**src/rtl/serializer.sv**
```systemverilog
// Parallel-to-serial converter, LSB first, with a one-word holding register.
// A frame marker accompanies the last bit of every word.
module serializer #(
   parameter int LENGTH = 24
) (
   input  logic              i_clk,
   input  logic              i_rst_n,
   input  logic              i_en,
   input  logic [LENGTH-1:0] iv_din,
   input  logic              i_din_valid,
   output logic              o_din_ready,
   output logic              o_dout,
   output logic              o_dout_valid,
   output logic              o_busy
);

   localparam int CW = $clog2(LENGTH + 1);
   localparam logic [CW-1:0] LEN_C  = CW'(LENGTH);
   localparam logic [CW-1:0] LAST_C = CW'(LENGTH - 1);
   localparam logic [CW-1:0] ONE_C  = CW'(1);

   typedef enum logic {
      IDLE,
      SHIFT
   } state_t;

   state_t            state;
   logic [CW-1:0]     cnt;
   logic [LENGTH-1:0] hold;
   logic [LENGTH-1:0] shreg;
   logic              hold_full;
   logic              accept;
   logic              load_pt;

   // Ready depends only on the holding-register flag.
   assign o_din_ready = ~hold_full;
   assign accept      = i_din_valid & ~hold_full;
   assign load_pt     = (state == IDLE) | (cnt == LEN_C);
   assign o_busy      = hold_full | ((state == SHIFT) & (cnt < LEN_C));

   // Capture an incoming word into the holding register.
   always_ff @(posedge i_clk or negedge i_rst_n) begin
      if (!i_rst_n) begin
         hold <= '0;
      end else if (accept) begin
         hold <= iv_din;
      end
   end

   // Shift FSM: load from hold at word boundaries, else emit next bit.
   always_ff @(posedge i_clk or negedge i_rst_n) begin
      if (!i_rst_n) begin
         state        <= IDLE;
         cnt          <= '0;
         shreg        <= '0;
         hold_full    <= 1'b0;
         o_dout       <= 1'b0;
         o_dout_valid <= 1'b0;
      end else begin
         if (accept) begin
            hold_full <= 1'b1;
         end
         if (i_en) begin
            if (load_pt) begin
               if (hold_full) begin
                  o_dout       <= hold[0];
                  shreg        <= hold >> 1;
                  cnt          <= ONE_C;
                  hold_full    <= 1'b0;
                  state        <= SHIFT;
                  o_dout_valid <= 1'b0;
               end else begin
                  o_dout       <= 1'b0;
                  o_dout_valid <= 1'b0;
                  state        <= IDLE;
                  cnt          <= '0;
               end
            end else begin
               o_dout       <= shreg[0];
               shreg        <= shreg >> 1;
               cnt          <= cnt + ONE_C;
               o_dout_valid <= (cnt == LAST_C);
            end
         end
      end
   end

endmodule

```
**config.mk**
```make
export PLATFORM = sky130hd
export DESIGN_NAME = serializer
export DESIGN_NICKNAME = d
export VERILOG_FILES = /design/src/rtl/serializer.sv
export SDC_FILE = /design/constraint.sdc
export NUM_CORES = 1
export LEC_CHECK = 0
export ABC_AREA = 1
export BUFFER_PORTS_ARGS = -buffer_cell sky130_fd_sc_hd__buf_2
export CELL_PAD_IN_SITES_DETAIL_PLACEMENT = 0
export CELL_PAD_IN_SITES_GLOBAL_PLACEMENT = 1
export CORE_MARGIN = 4
export CORE_UTILIZATION = 44
export DETAILED_ROUTE_END_ITERATION = 8
export HOLD_SLACK_MARGIN = 0.12
export PLACE_DENSITY_LB_ADDON = 0.15
export SETUP_SLACK_MARGIN = 0.05
export SYNTH_ARGS = -nofsm -noshare
export SYNTH_HDL_FRONTEND = slang
export SYNTH_SLANG_ARGS = --single-unit
export TNS_END_PERCENT = 5
```
**constraint.sdc**
```tcl
create_clock -name i_clk -period 2 [get_ports i_clk]
set_input_delay 0.4 -clock i_clk [delete_from_list [all_inputs] [get_ports i_clk]]
set_output_delay 0.4 -clock i_clk [all_outputs]
set_load 0.02 [all_outputs]
```
======== After elaboration in Yosys (flattened, before gate mapping) ========
Cells that the tools add are included.
W data, S select, Z words.
storage, ports and cells
  register bits ........................... 57
  input bits .............................. 28
  output and inout bits ................... 4
  logic and storage cells ................. 32
operators by class
  $add $sub $neg .......................... 1
  bitwise logic cells ..................... 6
  magnitude comparators ................... 1
  reduce and logical (&&, ||, !) cells .... 2
  mux-type cells .......................... 12
  eq/ne operators ......................... 3
operators by type and width
  cell                   count
  $mux W24               2
  $eq A5 B5 Y1 const B   2
  $mux W1                9
  $add A5 B1 Y5 const B  1
  $lt A5 B5 Y1 const B   1
  $mux W5                1
  $reduce_and A2 Y1      2
  $and A1 B1 Y1          2
  $ne A2 B2 Y1 const B   1
  $not A1 Y1             2
  $or A1 B1 Y1           2

======== Logic depth before layout (Yosys ltp) ========
  depth after elaboration ................. 6
  gate-level depth with buffers ........... 10
  mapped depth without buffers ............ 9

======== Worst setup path before layout ========
OpenSTA, ideal clock, no wires.
  path kind ............................... flip-flop to flip-flop
  start point ............................. register cnt[0]
  end point ............................... register shreg[12]
  arrival time ............................ 1.270 ns
  buffers on the path ..................... 1
  clock period less this slack ............ 1.387 ns
  data required time ...................... 1.884 ns
  setup time .............................. 0.116 ns
  slack ................................... 0.613 ns
  cell stages (with the launch flop) ...... 11
  cell sequence ........................... dfrtp_1 inv_1 ha_1 nand2_2 nand2_4 nand3_2 nand2_4 inv_2 buf_4 nand2_1 nand2_1
on the way
  word-level cells in the longest chain between the ends .. 4
  elaborated cells on any way between the ends .. 5
  classes of those cells .................. 2 x eq/ne; 1 x mux; 1 x bitwise; 1 x reduce/logical
ends and longest elaborated chain
  item                         RTL line  source
  start, declared              28        logic [CW-1:0] cnt;
  start signal, assigned       81        cnt <= cnt + ONE_C;
  $eq A5 B5 Y1 *               38        assign load_pt = (state == IDLE) | (cnt == LEN_C);
  $or A1 B1 Y1 *               38
  $ne A2 B2 Y1 (no line)       n/a
  $reduce_and A2 Y1 (no line)  n/a
  end signal, assigned         67        shreg <= hold >> 1;
  end signal, assigned         80        shreg <= shreg >> 1;
  end, declared                30        logic [LENGTH-1:0] shreg;
Every way passes the cells marked *; elsewhere a longest branch is shown, timed or not.
A chain may end at the register's enable or synchronous reset.

======== Worst setup path in the final report ========
  start point ............................. register state
  end point ............................... output o_busy
on the way
  word-level cells in the longest chain between the ends .. 2
ends and longest elaborated chain
  item                    RTL line  source
  start, declared         27        state_t state;
  start signal, assigned  53        state <= IDLE;
  start signal, assigned  70        state <= SHIFT;
  start signal, assigned  75        state <= IDLE;
  $and A1 B1 Y1           39        assign o_busy = hold_full | ((state == SHIFT) & (cnt < LEN_C));
  $or A1 B1 Y1            39
  end, declared           14        output logic o_busy
Every way passes these cells.

==> metrics.txt <==
Final GP Congestion 0.820; post-synth cell types 23; Synth Area in Adders 0.00958; H-tree levels 2; FF+latch area 1400 µm²; DR vias about 1900; Setup TNS Final 0 ns; PD cells 1540 nW/µm²; wire per inst 13.3 µm; Post-Synth XOR/XNOR Area 0.00335; largest family of logic cells by synthesized area simple AND/OR/NAND/NOR gates; Ports 32; Final Skew 0.00931 ns; simple-gate portion of the synthesized area 0.269; dpl hpwl 3460 µm; area of the multi-input gates 1050 µm²; grt ovf 0; worst min path class in2reg; Routed Antenna Nets 0; mux cell area share after synthesis 0.103; switching power 1.75 mW; Chip Height 85.1 µm; initial antenna violation count 0; CTS clk-pin slew, worst paths 0.09 ns; Sw Share 0.390; synthesized flop and latch total 56; Tot GR Track Use 0.152; CP Class reg2out; total wire length slightly above 5000 µm; clk_lat worst skew 0.31 ns; Pleak between 1.5 and 2 nW; TritonCTS clock tree yes; drt via density 4.86; slowest cell delay on critical path 0.46 ns; row count 27; nets 340; Synth Area in Compound Gates 0.0172; Ys Warns 0; Internal Dissipation 2.74 mW; die area 7230 µm²; Synth-to-Final Area Change 11.4%; FMAX 581 MHz; layout cell share with drive strength beyond 1 0.228; startpoint types flop; Hold Violations, Final 0; pin slew with the least headroom to its limit 0.620 ns; Max transition margin 0.585; RSZ-0062 raised after global routing false; Clock Power Share 0.163; total CTS buffers 5; crit-path leading delay family flip-flops; critical path arrival 1.32 ns; Worst Path Max Fanout 15; root buf cell clkbuf_8; Critical Path RT 1.60 ns; diode count 0; Post-Syn Instances 279; starting density of the core 0.463; number of fill cells 554; synthesized area 2610 µm²; Pre-antenna DRT Iters 7; Place WS 0.407 ns; Seq pwr share 0.430; part of the cycle the worst path needs 0.860; Net Count, Synth between 300 and 400; Worst Setup End Kind output pin; Max VDD drop 0.857 mV; clk sink count 56; core footprint 5640 µm²; Port Buffer Count 31; Comb pwr share 0.407; 1st-iter DRT viols between 70 and 80; final worst slack 0.280 ns; Max Slew Vio Count 0; largest net degree at the start of global routing 26; Tmin final 1.72 ns; outcome finished clean; DIE WIDTH 85.1 µm; part of the Yosys area used for sequential elements 0.536; Worst Path Buf+Inv 1; postcts setup bufs 0; DRC viols 0; cell chain of the critical path nand2_2 > nand2_1 > buf_2; vias in the first global route 1887; first-pass GRT wire length a little under 9000 µm; slowest cell on the critical path dfrtp_1; CTS Buffer Depth 2; Max Cap Viol 0; Syn Area/Cell about 9.4 µm²; final-report setup violation count 0
## state kept, by name (all words and copies together), names as in the netlist
register	count
state	1
o_dout	1
cnt	5
shreg	23
hold_full	1
o_dout_valid	1
hold	24
## synthesized netlist by cell type, drive strengths merged
master,n,area [µm²]
buf,14,123
dfrtp,56,1400
nand2,128,519
a21oi,2,10.0
mux2,24,270
nor2,3,11.3
inv,10,37.5
nand4,1,6.26
xor2,1,8.76
ha,2,25.0
nand3,30,160
o21ai,7,35.0
nor3,1,5.00
## power groups by stage
stage / sequential (mW) / combinational, mW / clock, mW
2_1_floorplan: 1.88 / 1.62 / 0
3_3_place_gp: 1.95 / 1.83 / 0
3_5_place_dp: 1.96 / 1.86 / 0
4_1_cts: 1.94 / 1.87 / 0.753
5_1_grt: 2.00 / 2.09 / 0.809
6_report: 1.93 / 1.83 / 0.732
## placed cells by master, fill, tap and decap left out, types with 5 or more instances in the layout
master and count:
nand3_1 28, nand2_1 122, mux2_2 15, buf_2 31, mux2_1 9, inv_1 6
buf_4 5, clkbuf_8 5, dfrtp_1 56
## layer usage
| layer | share of wire | track usage |
|---|---|---|
| met5 | 0 | 0 |
| met4 | 0.0067 | 0.0388 |
| met3 | 0.044 | 0.0379 |
| met2 | 0.46 | 0.244 |
| met1 | 0.49 | 0.206 |
## stage by stage
stage	util	hold WS [ns]	total power, mW	cell area (µm²)	instances
after CTS	0.516	0.286	4.56	2910	383
after floorplan	-	0.104	3.50	2610	279
after global routing	0.516	0.288	4.90	2910	383
after global placement	0.495	0.380	3.78	2790	374
after detailed placement	0.495	0.376	3.82	2790	374
final	0.516	0.296	4.49	2910	383
## worst paths after layout
check	from	endpoint	slack, ns	depth (start not counted)
max in group asynchronous	i_rst_n	shreg[16]$_DFFE_PN0P_	0.89	3
min reg2reg	shreg[19]$_DFFE_PN0P_	shreg[19]$_DFFE_PN0P_	0.48	2
max reg2reg	cnt[0]$_DFFE_PN0P_	shreg[2]$_DFFE_PN0P_	0.38	9
min in group asynchronous	i_rst_n	shreg[4]$_DFFE_PN0P_	0.56	2
min	iv_din[0]	hold[0]$_DFFE_PN0P_	0.30	2
max	state$_DFFE_PN0P_	o_busy	0.28	3
## cell families (layout without fill, tap and decap cells)
kind of cell | count (synthesis) | count (layout)
multiplexers | 24 | 24
flip-flops | 56 | 56
XOR/XNOR | 1 | 1
adder cells (fa/ha/maj) | 2 | 2
buffers and inverters | 24 | 56
AO/OA/AOI/OAI | 9 | 9
AND/OR/NAND/NOR | 163 | 163
## timing repair
| action | 4_1_cts | 5_1_grt |
|---|---|---|
| setup endpoints to repair | 0 | 0 |
| hold buffers | 1 | 0 |
| resized for setup | 0 | 0 |
| endpoints found under the hold margin | 14 | 0 |
## cell type report
class                           count  area share
Clock buffer                        6      0.0249
Timing Repair Buffer               38      0.0765
Sequential cell                    56       0.482
Tap cell                           72      0.0310
Clock inverter                      2      0.0120
Inverter                           10      0.0129
Multi-Input combinational cell    199       0.361
Power figures use the tool's default switching activity.
